## src/rtl/dense_mac_layer_pkg.sv

```systemverilog
// Shared neural-layer definitions: datapath widths, MAC sequencing states and
// the shift-and-saturate helper reused by later layers.
package dnn_pkg;

    localparam int DATA_W     = 8;
    localparam int ACC_W      = 20;
    localparam int OUT_W      = 12;
    localparam int FRAC_SHIFT = 4;
    localparam int MAX_TERMS  = 16;

    typedef enum logic [1:0] {
        IDLE  = 2'd0,
        ACCUM = 2'd1,
        DONE  = 2'd2
    } mac_state_t;

    localparam logic signed [ACC_W-1:0] SAT_HI = ACC_W'((1 << (OUT_W - 1)) - 1);
    localparam logic signed [ACC_W-1:0] SAT_LO = ~SAT_HI;

    // Arithmetic shift floors toward negative infinity; the clamp then folds
    // the value into the signed OUT_W range.
    function automatic logic signed [OUT_W-1:0] sat_shift(
        input logic signed [ACC_W-1:0] acc,
        input int unsigned             shift
    );
        logic signed [ACC_W-1:0] sh;
        sh = acc >>> shift;
        if (sh > SAT_HI) begin
            sh = SAT_HI;
        end else if (sh < SAT_LO) begin
            sh = SAT_LO;
        end
        return sh[OUT_W-1:0];
    endfunction

endpackage

```

## src/rtl/dense_mac_layer_if.sv

```systemverilog
// Beat/result bundle between the activation stream source and the MAC layer;
// the layer sits on the slave side.
interface dense_mac_layer_if #(
    parameter int DATA_W = 8,
    parameter int OUT_W  = 12
);
    logic                     in_valid;
    logic                     in_last;
    logic signed [DATA_W-1:0] x;
    logic signed [DATA_W-1:0] w4;
    logic signed [DATA_W-1:0] w5;
    logic signed [DATA_W-1:0] w6;
    logic signed [DATA_W-1:0] w7;
    logic                     busy;
    logic signed [OUT_W-1:0]  y4;
    logic signed [OUT_W-1:0]  y5;
    logic signed [OUT_W-1:0]  y6;
    logic signed [OUT_W-1:0]  y7;
    logic                     out_valid;
    logic                     err;

    modport master (
        output in_valid, in_last, x, w4, w5, w6, w7,
        input  busy, y4, y5, y6, y7, out_valid, err
    );

    modport slave (
        input  in_valid, in_last, x, w4, w5, w6, w7,
        output busy, y4, y5, y6, y7, out_valid, err
    );
endinterface

```

## src/rtl/dense_mac_layer_mac_lane.sv

```systemverilog
// One neuron accumulator: load/add/hold of x*w, with the scaled and saturated
// result captured into an output register on request.
module mac_lane #(
    parameter int          DATA_W     = 8,
    parameter int          ACC_W      = 20,
    parameter int          OUT_W      = 12,
    parameter int unsigned FRAC_SHIFT = 4
) (
    input  logic                     clk,
    input  logic                     rst,
    input  logic                     load_i,
    input  logic                     add_i,
    input  logic                     cap_i,
    input  logic signed [DATA_W-1:0] x_i,
    input  logic signed [DATA_W-1:0] w_i,
    output logic signed [OUT_W-1:0]  y_o
);
    import dnn_pkg::*;

    logic signed [2*DATA_W-1:0] prod;
    logic signed [ACC_W-1:0]    prod_ext;
    logic signed [ACC_W-1:0]    acc_q;
    logic signed [ACC_W-1:0]    acc_d;
    logic signed [OUT_W-1:0]    y_q;

    assign prod     = x_i * w_i;
    assign prod_ext = {{(ACC_W - 2*DATA_W){prod[2*DATA_W-1]}}, prod};

    always_comb begin
        acc_d = acc_q;
        if (load_i) begin
            acc_d = prod_ext;
        end else if (add_i) begin
            acc_d = acc_q + prod_ext;
        end
    end

    always_ff @(posedge clk or posedge rst) begin
        if (rst) begin
            acc_q <= '0;
            y_q   <= '0;
        end else begin
            acc_q <= acc_d;
            if (cap_i) begin
                y_q <= sat_shift(acc_q, FRAC_SHIFT);
            end
        end
    end

    assign y_o = y_q;

endmodule

```

## src/rtl/dense_mac_layer.sv

```systemverilog
// Four-neuron streaming MAC layer: frame sequencing, beat counting and
// forced-termination flag around four accumulator lanes.
module dense_mac_layer #(
    parameter int          DATA_W     = 8,
    parameter int          ACC_W      = 20,
    parameter int          OUT_W      = 12,
    parameter int unsigned FRAC_SHIFT = 4,
    parameter int          MAX_TERMS  = 16
) (
    input logic               clk,
    input logic               rst,
    dense_mac_layer_if.slave  bus
);
    import dnn_pkg::*;

    localparam int N_LANES = 4;
    localparam int CNT_W   = $clog2(MAX_TERMS + 1);

    mac_state_t       state_q;
    mac_state_t       state_d;
    logic [CNT_W-1:0] cnt_q;
    logic [CNT_W-1:0] cnt_d;
    logic             err_flag_q;
    logic             err_flag_d;
    logic             out_valid_q;
    logic             err_q;

    logic             final_beat;
    logic             load_en;
    logic             add_en;
    logic             cap_en;
    logic             busy;

    logic signed [DATA_W-1:0] w_arr [N_LANES];
    logic signed [OUT_W-1:0]  y_arr [N_LANES];

    // cnt_q is zero whenever IDLE, so the limit test holds for both states.
    assign final_beat = bus.in_last || ((cnt_q + CNT_W'(1)) == CNT_W'(MAX_TERMS));

    always_ff @(posedge clk or posedge rst) begin
        if (rst) begin
            state_q <= IDLE;
        end else begin
            state_q <= state_d;
        end
    end

    always_comb begin
        state_d = state_q;
        case (state_q)
            IDLE, ACCUM: begin
                if (bus.in_valid) begin
                    state_d = final_beat ? DONE : ACCUM;
                end
            end
            DONE:    state_d = IDLE;
            default: state_d = IDLE;
        endcase
    end

    always_comb begin
        load_en = 1'b0;
        add_en  = 1'b0;
        cap_en  = 1'b0;
        busy    = 1'b0;
        case (state_q)
            IDLE:  load_en = bus.in_valid;
            ACCUM: add_en  = bus.in_valid;
            DONE: begin
                cap_en = 1'b1;
                busy   = 1'b1;
            end
            default: ;
        endcase
    end

    always_comb begin
        cnt_d      = cnt_q;
        err_flag_d = err_flag_q;
        if (load_en) begin
            cnt_d      = CNT_W'(1);
            err_flag_d = final_beat && !bus.in_last;
        end else if (add_en) begin
            cnt_d      = cnt_q + CNT_W'(1);
            err_flag_d = final_beat && !bus.in_last;
        end else if (cap_en) begin
            cnt_d = '0;
        end
    end

    always_ff @(posedge clk or posedge rst) begin
        if (rst) begin
            cnt_q       <= '0;
            err_flag_q  <= 1'b0;
            out_valid_q <= 1'b0;
            err_q       <= 1'b0;
        end else begin
            cnt_q       <= cnt_d;
            err_flag_q  <= err_flag_d;
            out_valid_q <= cap_en;
            err_q       <= cap_en && err_flag_q;
        end
    end

    assign w_arr[0] = bus.w4;
    assign w_arr[1] = bus.w5;
    assign w_arr[2] = bus.w6;
    assign w_arr[3] = bus.w7;

    generate
        for (genvar gi = 0; gi < N_LANES; gi++) begin : g_lane
            mac_lane #(
                .DATA_W     (DATA_W),
                .ACC_W      (ACC_W),
                .OUT_W      (OUT_W),
                .FRAC_SHIFT (FRAC_SHIFT)
            ) u_lane (
                .clk    (clk),
                .rst    (rst),
                .load_i (load_en),
                .add_i  (add_en),
                .cap_i  (cap_en),
                .x_i    (bus.x),
                .w_i    (w_arr[gi]),
                .y_o    (y_arr[gi])
            );
        end
    endgenerate

    assign bus.y4        = y_arr[0];
    assign bus.y5        = y_arr[1];
    assign bus.y6        = y_arr[2];
    assign bus.y7        = y_arr[3];
    assign bus.busy      = busy;
    assign bus.out_valid = out_valid_q;
    assign bus.err       = err_q;

endmodule

```

## src/flat_wrapper.sv

```systemverilog
// flat-port wrapper written by rule: the top's interface ports become plain ports
module dense_mac_layer_flat import dnn_pkg::*;
#(
    parameter int          DATA_W     = 8,
    parameter int          ACC_W      = 20,
    parameter int          OUT_W      = 12,
    parameter int unsigned FRAC_SHIFT = 4,
    parameter int          MAX_TERMS  = 16
)
  (clk, rst, bus_in_valid, bus_in_last, bus_x, bus_w4, bus_w5, bus_w6, bus_w7, bus_busy, bus_y4, bus_y5, bus_y6, bus_y7, bus_out_valid, bus_err);
  dense_mac_layer_if #(.DATA_W(DATA_W), .OUT_W(OUT_W)) bus_i ();
  input logic clk;
  input logic rst;
  input wire logic [$bits(bus_i.in_valid)-1:0] bus_in_valid;
  input wire logic [$bits(bus_i.in_last)-1:0] bus_in_last;
  input wire logic [$bits(bus_i.x)-1:0] bus_x;
  input wire logic [$bits(bus_i.w4)-1:0] bus_w4;
  input wire logic [$bits(bus_i.w5)-1:0] bus_w5;
  input wire logic [$bits(bus_i.w6)-1:0] bus_w6;
  input wire logic [$bits(bus_i.w7)-1:0] bus_w7;
  output wire logic [$bits(bus_i.busy)-1:0] bus_busy;
  output wire logic [$bits(bus_i.y4)-1:0] bus_y4;
  output wire logic [$bits(bus_i.y5)-1:0] bus_y5;
  output wire logic [$bits(bus_i.y6)-1:0] bus_y6;
  output wire logic [$bits(bus_i.y7)-1:0] bus_y7;
  output wire logic [$bits(bus_i.out_valid)-1:0] bus_out_valid;
  output wire logic [$bits(bus_i.err)-1:0] bus_err;
  assign bus_i.in_valid = bus_in_valid;
  assign bus_i.in_last = bus_in_last;
  assign bus_i.x = bus_x;
  assign bus_i.w4 = bus_w4;
  assign bus_i.w5 = bus_w5;
  assign bus_i.w6 = bus_w6;
  assign bus_i.w7 = bus_w7;
  assign bus_busy = bus_i.busy;
  assign bus_y4 = bus_i.y4;
  assign bus_y5 = bus_i.y5;
  assign bus_y6 = bus_i.y6;
  assign bus_y7 = bus_i.y7;
  assign bus_out_valid = bus_i.out_valid;
  assign bus_err = bus_i.err;
  dense_mac_layer #(.DATA_W(DATA_W), .ACC_W(ACC_W), .OUT_W(OUT_W), .FRAC_SHIFT(FRAC_SHIFT), .MAX_TERMS(MAX_TERMS)) u_core (.clk(clk), .rst(rst), .bus(bus_i));
endmodule
```

## config.mk

```make
export PLATFORM = sky130hd
export DESIGN_NAME = dense_mac_layer_flat
export DESIGN_NICKNAME = d
export VERILOG_FILES = /design/src/rtl/dense_mac_layer_pkg.sv /design/src/rtl/dense_mac_layer_if.sv /design/src/rtl/dense_mac_layer_mac_lane.sv /design/src/rtl/dense_mac_layer.sv /design/src/flat_wrapper.sv
export SDC_FILE = /design/constraint.sdc
export NUM_CORES = 1
export LEC_CHECK = 0
export ABC_AREA = 1
export BUFFER_PORTS_ARGS = -buffer_cell sky130_fd_sc_hd__buf_2
export CAP_MARGIN = 20
export CORE_AREA = 2 2 246 188
export DETAILED_ROUTE_END_ITERATION = 8
export DIE_AREA = 0 0 248 190
export PLACE_DENSITY = 0.66
export SYNTH_ARGS = -nofsm -noshare
export SYNTH_HDL_FRONTEND = slang
export SYNTH_HIERARCHICAL = 1
export SYNTH_SLANG_ARGS = --single-unit
```

## constraint.sdc

```tcl
create_clock -name clk -period 6.3 [get_ports clk]
set_input_delay 1.26 -clock clk [delete_from_list [all_inputs] [get_ports clk]]
set_output_delay 1.26 -clock clk [all_outputs]
set_load 0.05 [all_outputs]
```

Yosys cells after proc, flatten, opt, wreduce, memory -nomap -nowiden. Cells that the tools add are included.

Input bits: 44. Word-level logic and storage cells: 69. Flip-flop bits (word level): 138. Output and inout port bits: 51.

Multiply operators: 4. Magnitude comparators: 8. Equality and inequality tests: 4. Multiplexer cells: 27. Reductions and logical operators: 8. Add/sub/neg operators: 5.

Operator list (count): $mux W20 (8); $mux W12 (8); $add A20 B16 Y20 (4); $gt A16 B12 Y1 const B (4); $lt A16 B12 Y1 const B (4); $mul A8 B8 Y16 (4); $mux W5 (3); $mux W2 (3); $add A5 B1 Y5 const B (1); $eq A5 B5 Y1 const B (1); $mux W1 (5); $reduce_bool A3 Y1 (1); $eq A2 B1 Y1 const B (1); $eq A2 B2 Y1 const B (1); $logic_and A1 B1 Y1 (2); $logic_not A2 Y1 (1); $ne A2 B2 Y1 const B (1); $reduce_bool A2 Y1 (1); $reduce_or A2 Y1 (1); $logic_not A1 Y1 (1); $logic_or A1 B1 Y1 (1).

Depth between registers and ports, before layout. Gate-level depths: netlist of run 1.

Word-level depth: 6. Mapped depth: 33. Gate-level depth less buffers: 32.

Hierarchy. Netlist of run 1, hierarchy kept.

Modules (own cells, without submodules): mac_lane (u_core.g_lane[0].u_lane ...) (cells each 769, instances 2, area each 5403.9 um^2, sequential area each 800.8 um^2); mac_lane (u_core.g_lane[2].u_lane) (cells each 787, instances 1, area each 5427.7 um^2, sequential area each 800.8 um^2); mac_lane (u_core.g_lane[3].u_lane) (cells each 775, instances 1, area each 5407.7 um^2, sequential area each 800.8 um^2); dense_mac_layer (cells each 56, instances 1, area each 486.7 um^2, sequential area each 250.2 um^2).

Worst setup path after synthesis of run 1. No wires, ideal clock.

Path kind: input port to flip-flop. Start point: input bus_x[0]. End point: register u_core.g_lane[1].u_lane.acc_q[17]. Required time: 6174 ps. Buffers on the path: 1. Arrival: 6139 ps. Setup time: 126 ps. Setup slack: 35 ps. Stages on the path: 25. Cells stage by stage: clkbuf_1 -> or2_2 -> fa_1 -> fa_1 -> inv_1 -> fa_1 -> inv_1 -> fa_1 -> inv_1 -> ha_1 -> a21oi_1 -> nand2_1 -> a21boi_2 -> o21bai_1 -> xor2_1 -> inv_1 -> ha_1 -> nand2_1 -> nand2_1 -> o21bai_1 -> a21oi_1 -> nand3_1 -> or2_1 -> nand3_1 -> nand3_1.

Cells in the longest elaborated chain, start to end: 4.

Ends and longest elaborated chain: start, declared (line flat_wrapper.sv:16) `input wire logic [$bits(bus_i.x)-1:0] bus_x;`; $mul A8 B8 Y16 (*) (line dense_mac_layer_mac_lane.sv:26) `assign prod = x_i * w_i;`; $add A20 B16 Y20 (line dense_mac_layer_mac_lane.sv:34) `acc_d = acc_q + prod_ext;`; $mux W20 (line dense_mac_layer_mac_lane.sv:33) `end else if (add_i) begin`; $mux W20 (*) (line dense_mac_layer_mac_lane.sv:31) `if (load_i) begin`; end signal, assigned (line dense_mac_layer_mac_lane.sv:40) `acc_q <= '0;`; end signal, assigned (line dense_mac_layer_mac_lane.sv:43) `acc_q <= acc_d;`; end, declared (line dense_mac_layer_mac_lane.sv:22) `logic signed [ACC_W-1:0] acc_q;`.

Every way passes the cells marked *; elsewhere a longest branch is shown, timed or not. The select of a mux whose other input is x is not followed. A chain may end at the register's enable or synchronous reset.

Worst setup path after layout of run 1.
Start point: input bus_w5[7]. End point: register u_core.g_lane[1].u_lane.acc_q[17].

Cells in the longest elaborated chain, start to end: 4.

Ends and longest elaborated chain: start, declared (line flat_wrapper.sv:18) `input wire logic [$bits(bus_i.w5)-1:0] bus_w5;`; $mul A8 B8 Y16 (*) (line dense_mac_layer_mac_lane.sv:26); $add A20 B16 Y20 (line dense_mac_layer_mac_lane.sv:34); $mux W20 (line dense_mac_layer_mac_lane.sv:33); $mux W20 (*) (line dense_mac_layer_mac_lane.sv:31).

Marked as above.

==> flow_metrics.tcl, run 1 <==
set metrics [dict create \
    status "finished clean" \
    clkTransAtPathRegs_ps 70 \
    final_cell_mix "inv_1 (795), nand2_1 (720), buf_4 (284)" \
    cts_hold_buf 0 \
    period_share_pct 96.2 \
    dpl.hpwl_um 49900 \
    diodes 0 \
    die-area_um2 47100 \
    maxCapViolations 0 \
    first_global_vias 20800 \
    netlist-cell-type-count 48 \
    period_needed_ps 6060 \
    fin_setup_tns_ps 0 \
    hold_class "register to register" \
    ys_ff_latch 138 \
    maxSlewViolCount 0 \
    num_rows 68 \
    yosys_warnings 6 \
    die_w_um 248 \
    setup_viol 0 \
    grt_first_pass_wirelength_um 103000 \
    r2r-start "u_core/state_q[1]" \
    arrival_ps 6400 \
    htreeDepth 4 \
    grt_use_total_pct 26.9 \
    relSlewSlack_pct 26.6 \
    drc 0 \
    antenna_found_initial 2 \
    syn_area_um2 22100 \
    gp_congestion 0.967 \
    setup.worst_path.start_class "input port" \
    hold_viol 0 \
    startpoint "bus_w5[7]" \
    grt_overflow 0 \
    grt_max_degree 33 \
    clk_path_buf_depth 2 \
    holdCritStartpoint "u_core/err_flag_q" \
    cts-root-buf "clkbuf_16" \
    ioPinCount 95 \
    die_y_um 190 \
    layout.nets 3944 \
    clock_sinks 138 \
    critical_path_class "input port to register" \
    avgSynthCellArea_um2 7.01 \
    drive_gt1_share_pct 17.3 \
    syn2layout_area_growth_pct 18.3 \
    synth_seq_area_share_pct 15.6 \
    tightest_slew_ps 1090 \
    syn-num-nets 3629 \
    detail-route-antenna-nets 0 \
    cp.required_ps 6630 \
    cp_max_fo 4 \
    routed_wl_um 60600 \
    initial_core_util_pct 49.2 \
    drtIter0Drc 1566 \
    vias 20700 \
    dp.cells 4033 \
    drt_first_pass_iters 5 \
    wl_per_cell_um 14.9 \
    coreArea_um2 45000 \
    numCtsBuffers 17 \
    stdcell_count 4079 \
    finalClockSkew_ps 10.7 \
    final_common_cell "inv_1" \
    fmax_mhz 165 \
    synth_cells 3156 \
    end_kind "register" \
    tritoncts "done" \
    clkLatencyLatePin_ps 450 \
    io_buffer_count 94 \
    avgViaCountPerCell 5.07 \
]
what timing repair did:
item	in CTS	in global routing
endpoints found under the setup margin	14	34
setup buffers	4	8
pin swaps	1	24
endpoints found under the hold margin	0	0
gates resized for setup	4	74
synthesized netlist by cell type (all sizes together):
library cell / count / area share, %
a21boi: 4 / 0.17
a21o: 22 / 0.75
a21oi: 129 / 3.0
a22oi: 20 / 0.68
a31oi: 7 / 0.23
a32o: 1 / 0.045
a41oi: 4 / 0.16
and2: 6 / 0.19
buf: 4 / 0.090
clkbuf: 82 / 1.4
clkinv: 3 / 0.051
dfrtp: 138 / 16
fa: 224 / 20
ha: 205 / 12
inv: 814 / 14
nand2: 769 / 14
nand3: 159 / 4.0
nand3b: 12 / 0.41
nand4: 38 / 1.1
nor2: 250 / 4.5
nor3: 8 / 0.18
nor4: 4 / 0.11
o211ai: 7 / 0.24
o21a: 4 / 0.14
o21ai: 88 / 2.2
o21bai: 17 / 0.73
o221ai: 6 / 0.24
o22ai: 49 / 1.4
o31ai: 5 / 0.17
or2: 19 / 0.54
xnor2: 15 / 0.59
xor2: 43 / 1.8
critical path, stage by stage:
cell      delay (ps)
clkbuf_4         140
inv_1             60
or2_2            280
fa_1             470
fa_1             540
inv_1             50
fa_1             530
inv_1             60
fa_1             530
inv_1             70
ha_4             260
a21oi_4          140
nand2_2           90
a21boi_2         180
o21bai_1         110
xor2_1           240
inv_1            120
ha_4             240
nand2_1           70
nand2_1          100
o21bai_2         220
a21oi_1          160
nand3_1          120
or2_1            220
nand3_1           60
nand3_1           70
layout make-up:
class	instances	area (um2)
sequential	138	3450
inverter	817	3070
clock buffer	20	447
clock inverter	12	116
timing repair buffer	382	2680
tap	595	744
fill	4264	18800
multi-input combinational	2115	15700
sequential cells by signal, indices dropped and copies added (netlist names):
signal and flops:
u_core/bus.out_valid 1, u_core/g_lane.u_lane/y_o 48, u_core/g_lane.u_lane/acc_q 80, u_core/state_q 2, u_core/err_flag_q 1, u_core/bus.err 1, u_core/cnt_q 5
kinds of logic after synthesis:
group	share of synthesized area [%]
xor gates and xnor gates	2.36
adders and majority gates	31.9
and+or+nand+nor	24.7
AOI/OAI and AO/OA	10.1
buffers and inverters	15.3
DFF	15.6
stage by stage:
step	setup slack, ps	cell area [um2]	hold WS (ps)	utilization, %
floorplan	34.7	22100	455	-
global placement	-662	25100	469	55.8
detailed placement	-694	25100	474	55.8
CTS	31.0	25700	489	57.2
global route	-20.1	26200	510	58.2
finish	237	26200	487	58.2
final timing paths:
kind                                                      to  depth (start not counted)  slack, ps
min reg2reg                                u_core/err_flag_q                          2        490
max                        u_core/g_lane[1].u_lane/acc_q[17]                         26        240
max reg2reg                 u_core/g_lane[2].u_lane/acc_q[8]                         10       3450
max in group asynchronous     u_core/g_lane[1].u_lane/y_o[6]                          3       4680
min                                        u_core/err_flag_q                          2        490
min in group asynchronous                  u_core/state_q[1]                          2        880
routing by layer:
metal  global-route usage [%]  vias to the layer above  share of wire [%]
met3                     3.47                       66                6.7
met5                        0                        -              0.021
met4                     6.47                        2                1.9
li1                         -                    10200                  -
met2                     41.3                      646                 43
met1                     40.2                     9748                 48
Power of run 1 is not shown: default switching activity piles up to over one toggle a cycle in this logic, so the estimate is an artifact.
==> run 2: changes to the inputs <==
--- a/config.mk
+++ b/config.mk
@@ -5,12 +5,12 @@
 export SDC_FILE = /design/constraint.sdc
 export NUM_CORES = 1
 export LEC_CHECK = 0
-export ABC_AREA = 1
+export ABC_AREA = 0
 export BUFFER_PORTS_ARGS = -buffer_cell sky130_fd_sc_hd__buf_2
 export CAP_MARGIN = 20
-export CORE_AREA = 2 2 246 188
+export CORE_AREA = 2 2 234 179
 export DETAILED_ROUTE_END_ITERATION = 8
-export DIE_AREA = 0 0 248 190
+export DIE_AREA = 0 0 236 181
 export PLACE_DENSITY = 0.66
 export SYNTH_ARGS = -nofsm -noshare
 export SYNTH_HDL_FRONTEND = slang
==> flow_metrics.tcl, run 2 <==
set metrics [dict create \
    hold_path_depth 2 \
    yosys.area.top_type "fa_1" \
    drtIter0Drc 1061 \
    netlist-cell-type-count 85 \
    hold_viol 0 \
    clkTransAtPathRegs_ps 60 \
    io_buffer_count 94 \
    ys.flop_type "dfrtp_1" \
    routed_wl_um 52300 \
    yosys.area.top_type_share_pct 22.5 \
    rsz0062_at_grt "yes" \
    arrival_ps 6920 \
    clk_path_buf_depth 2 \
    maxCapViolations 0 \
    layout.nets 3211 \
    grt_first_pass_wirelength_um 84300 \
    hold_class "register to register" \
    ff2ff_setup_slack_ps 3400 \
    period_needed_ps 6610 \
    largest-register "u_core/g_lane.u_lane/acc_q" \
    die-area_um2 42700 \
    first_global_vias 17500 \
    rr_worst_depth 10 \
    wl_per_cell_um 15.9 \
    detail-route-antenna-nets 0 \
    final_common_cell "inv_1" \
    grt_use_total_pct 23.9 \
    status "finished with violations" \
    grt_overflow 0 \
    synth_seq_area_share_pct 17.3 \
    cp_common_cell "fa_1" \
    coreArea_um2 40300 \
    synth_cells 2259 \
    critical_path_class "input port to register" \
    whs_endpoint "u_core/err_flag_q" \
    violations "negative setup slack" \
    whs_ps 479 \
    drc 0 \
    syn2layout_area_growth_pct 32.3 \
    maxSlewViolCount 0 \
    r2r_end "u_core/g_lane[0].u_lane/acc_q[19]" \
    dpl.hpwl_um 38300 \
    cts-root-buf "clkbuf_16" \
    largest_reg_flops 80 \
    relSlewSlack_pct 46.8 \
    setup_viol 15 \
    r2r-start "u_core/g_lane[0].u_lane/acc_q[4]" \
    initial_core_util_pct 49.6 \
    yosys_warnings 6 \
    tightest_slew_ps 795 \
    antenna_found_initial 2 \
    crit_path_top_delay_cell "fa_1" \
    avgViaCountPerCell 5.28 \
    holdCritStartpoint "u_core/err_flag_q" \
    clock_sinks 138 \
    syn_area_um2 20000 \
    setup.worst_path.start_class "input port" \
    cp.required_ps 6610 \
    final_cell_mix "inv_1 (382), buf_4 (375), fa_1 (213)" \
    tritoncts "done" \
    htreeDepth 4 \
    cpPeakStageDelay_ps 530 \
    die_y_um 181 \
    synthMostInstantiatedCell "inv_1" \
    gp_congestion 0.911 \
    netlist_top_cells_area "fa_1 (22%), dfrtp_1 (17%), ha_1 (13%)" \
    drive_gt1_share_pct 31.2 \
    ioPinCount 95 \
    grt_max_degree 93 \
    end_kind "register" \
    avgSynthCellArea_um2 8.84 \
    numCtsBuffers 17 \
    period_share_pct 105 \
    fmax_mhz 151 \
    finalClockSkew_ps 13.8 \
    syn-num-nets 2732 \
    cp_max_fo 6 \
    num_rows 64 \
    die_w_um 236 \
    synth-edff-count 0 \
    vias 17300 \
    clkLatencyLatePin_ps 460 \
    ys_ff_latch 138 \
    synth_common_cells "inv_1 (419), fa_1 (224), ha_1 (205)" \
    synth-async-reset-ratio_pct 100 \
    drt_first_pass_iters 5 \
    layout_setup_ws_ps -313 \
]
-- run 2: changes by cell type in the layout (fill, tap and decap cells not counted), moves of 30 or more --
cell / previous run / this run
nand2_1: 720 / 154
inv_1: 795 / 382
and2_1: 4 / 158
nand3_1: 141 / 17
nor2_1: 224 / 102
buf_4: 284 / 375
xnor2_1: 15 / 68
nor2b_1: 0 / 34
mux2i_1: 0 / 30
-- run 2: through the flow --
step / cell area [um2] / setup TNS, ps / utilization, % / setup slack (ps) / instances
2_1_floorplan: 20300 / -742 / - / -247 / 2259
3_3_place_gp: 23900 / -19620 / 59.3 / -946 / 3165
3_5_place_dp: 23900 / -21660 / 59.3 / -1030 / 3165
4_1_cts: 25200 / -1160 / 62.5 / -256 / 3236
5_1_grt: 26400 / -6360 / 65.6 / -569 / 3280
6_report: 26400 / -2340 / 65.6 / -313 / 3280
-- run 2: how the worst max path moves through the flow --
| stage | startpoint | endpoint | slack [ps] | depth (start not counted) |
|---|---|---|---|---|
| floorplan | bus_w7[0] | u_core/g_lane[3].u_lane/acc_q[19] | -250 | 25 |
| global route | bus_x[0] | u_core/g_lane[3].u_lane/acc_q[19] | -570 | 26 |
| finish | bus_x[0] | u_core/g_lane[3].u_lane/acc_q[19] | -310 | 27 |
| detailed placement | bus_x[2] | u_core/g_lane[3].u_lane/acc_q[19] | -1030 | 27 |
| CTS | bus_x[6] | u_core/g_lane[3].u_lane/acc_q[19] | -260 | 26 |
| global placement | bus_x[2] | u_core/g_lane[3].u_lane/acc_q[19] | -950 | 26 |
-- run 2: critical path, delay by kind of cell --
kind,cells,cell delay (ps)
compound gates,8,1390
xor+xnor,1,170
fa+ha+maj,6,2520
buf+inv,6,510
simple gates,6,1050
-- run 2: cell families after synthesis --
| family | synth area share [%] |
|---|---|
| xor gates and xnor gates | 5.17 |
| buffers and inverters | 8.89 |
| DFF | 17.3 |
| muxes | 2.07 |
| adders and majority gates | 35.3 |
| and+or+nand+nor | 16.0 |
| AOI/OAI and AO/OA | 15.2 |
-- run 2: what timing repair did --
action | CTS | global route
buffers inserted | 39 | 43
hold buffers | 0 | 0
gates cloned | 0 | 4
hold endpoints to repair | 0 | 0
pin swaps | 81 | 134
gates resized for setup | 97 | 178
endpoints found under the setup margin | 23 | 31
-- run 2: cell type report --
cell class	instances	area, um2
Antenna cell	1	2.50
Timing Repair Buffer	506	3990
Clock buffer	19	453
Multi-Input combinational cell	1655	16100
Sequential cell	138	3450
Inverter	420	1580
Clock inverter	13	141
Tap cell	528	661
Fill cell	3247	13900
-- run 2: layer usage --
metal  GRT usage [%]  wire, um  vias up
li1                -         -     8345
met5               0        13        -
met4            5.07       677        2
met2            39.0     24800      315
met1            33.7     24600     8598
met3            3.64      2190       47
Power of run 2 is left out for the same reason.
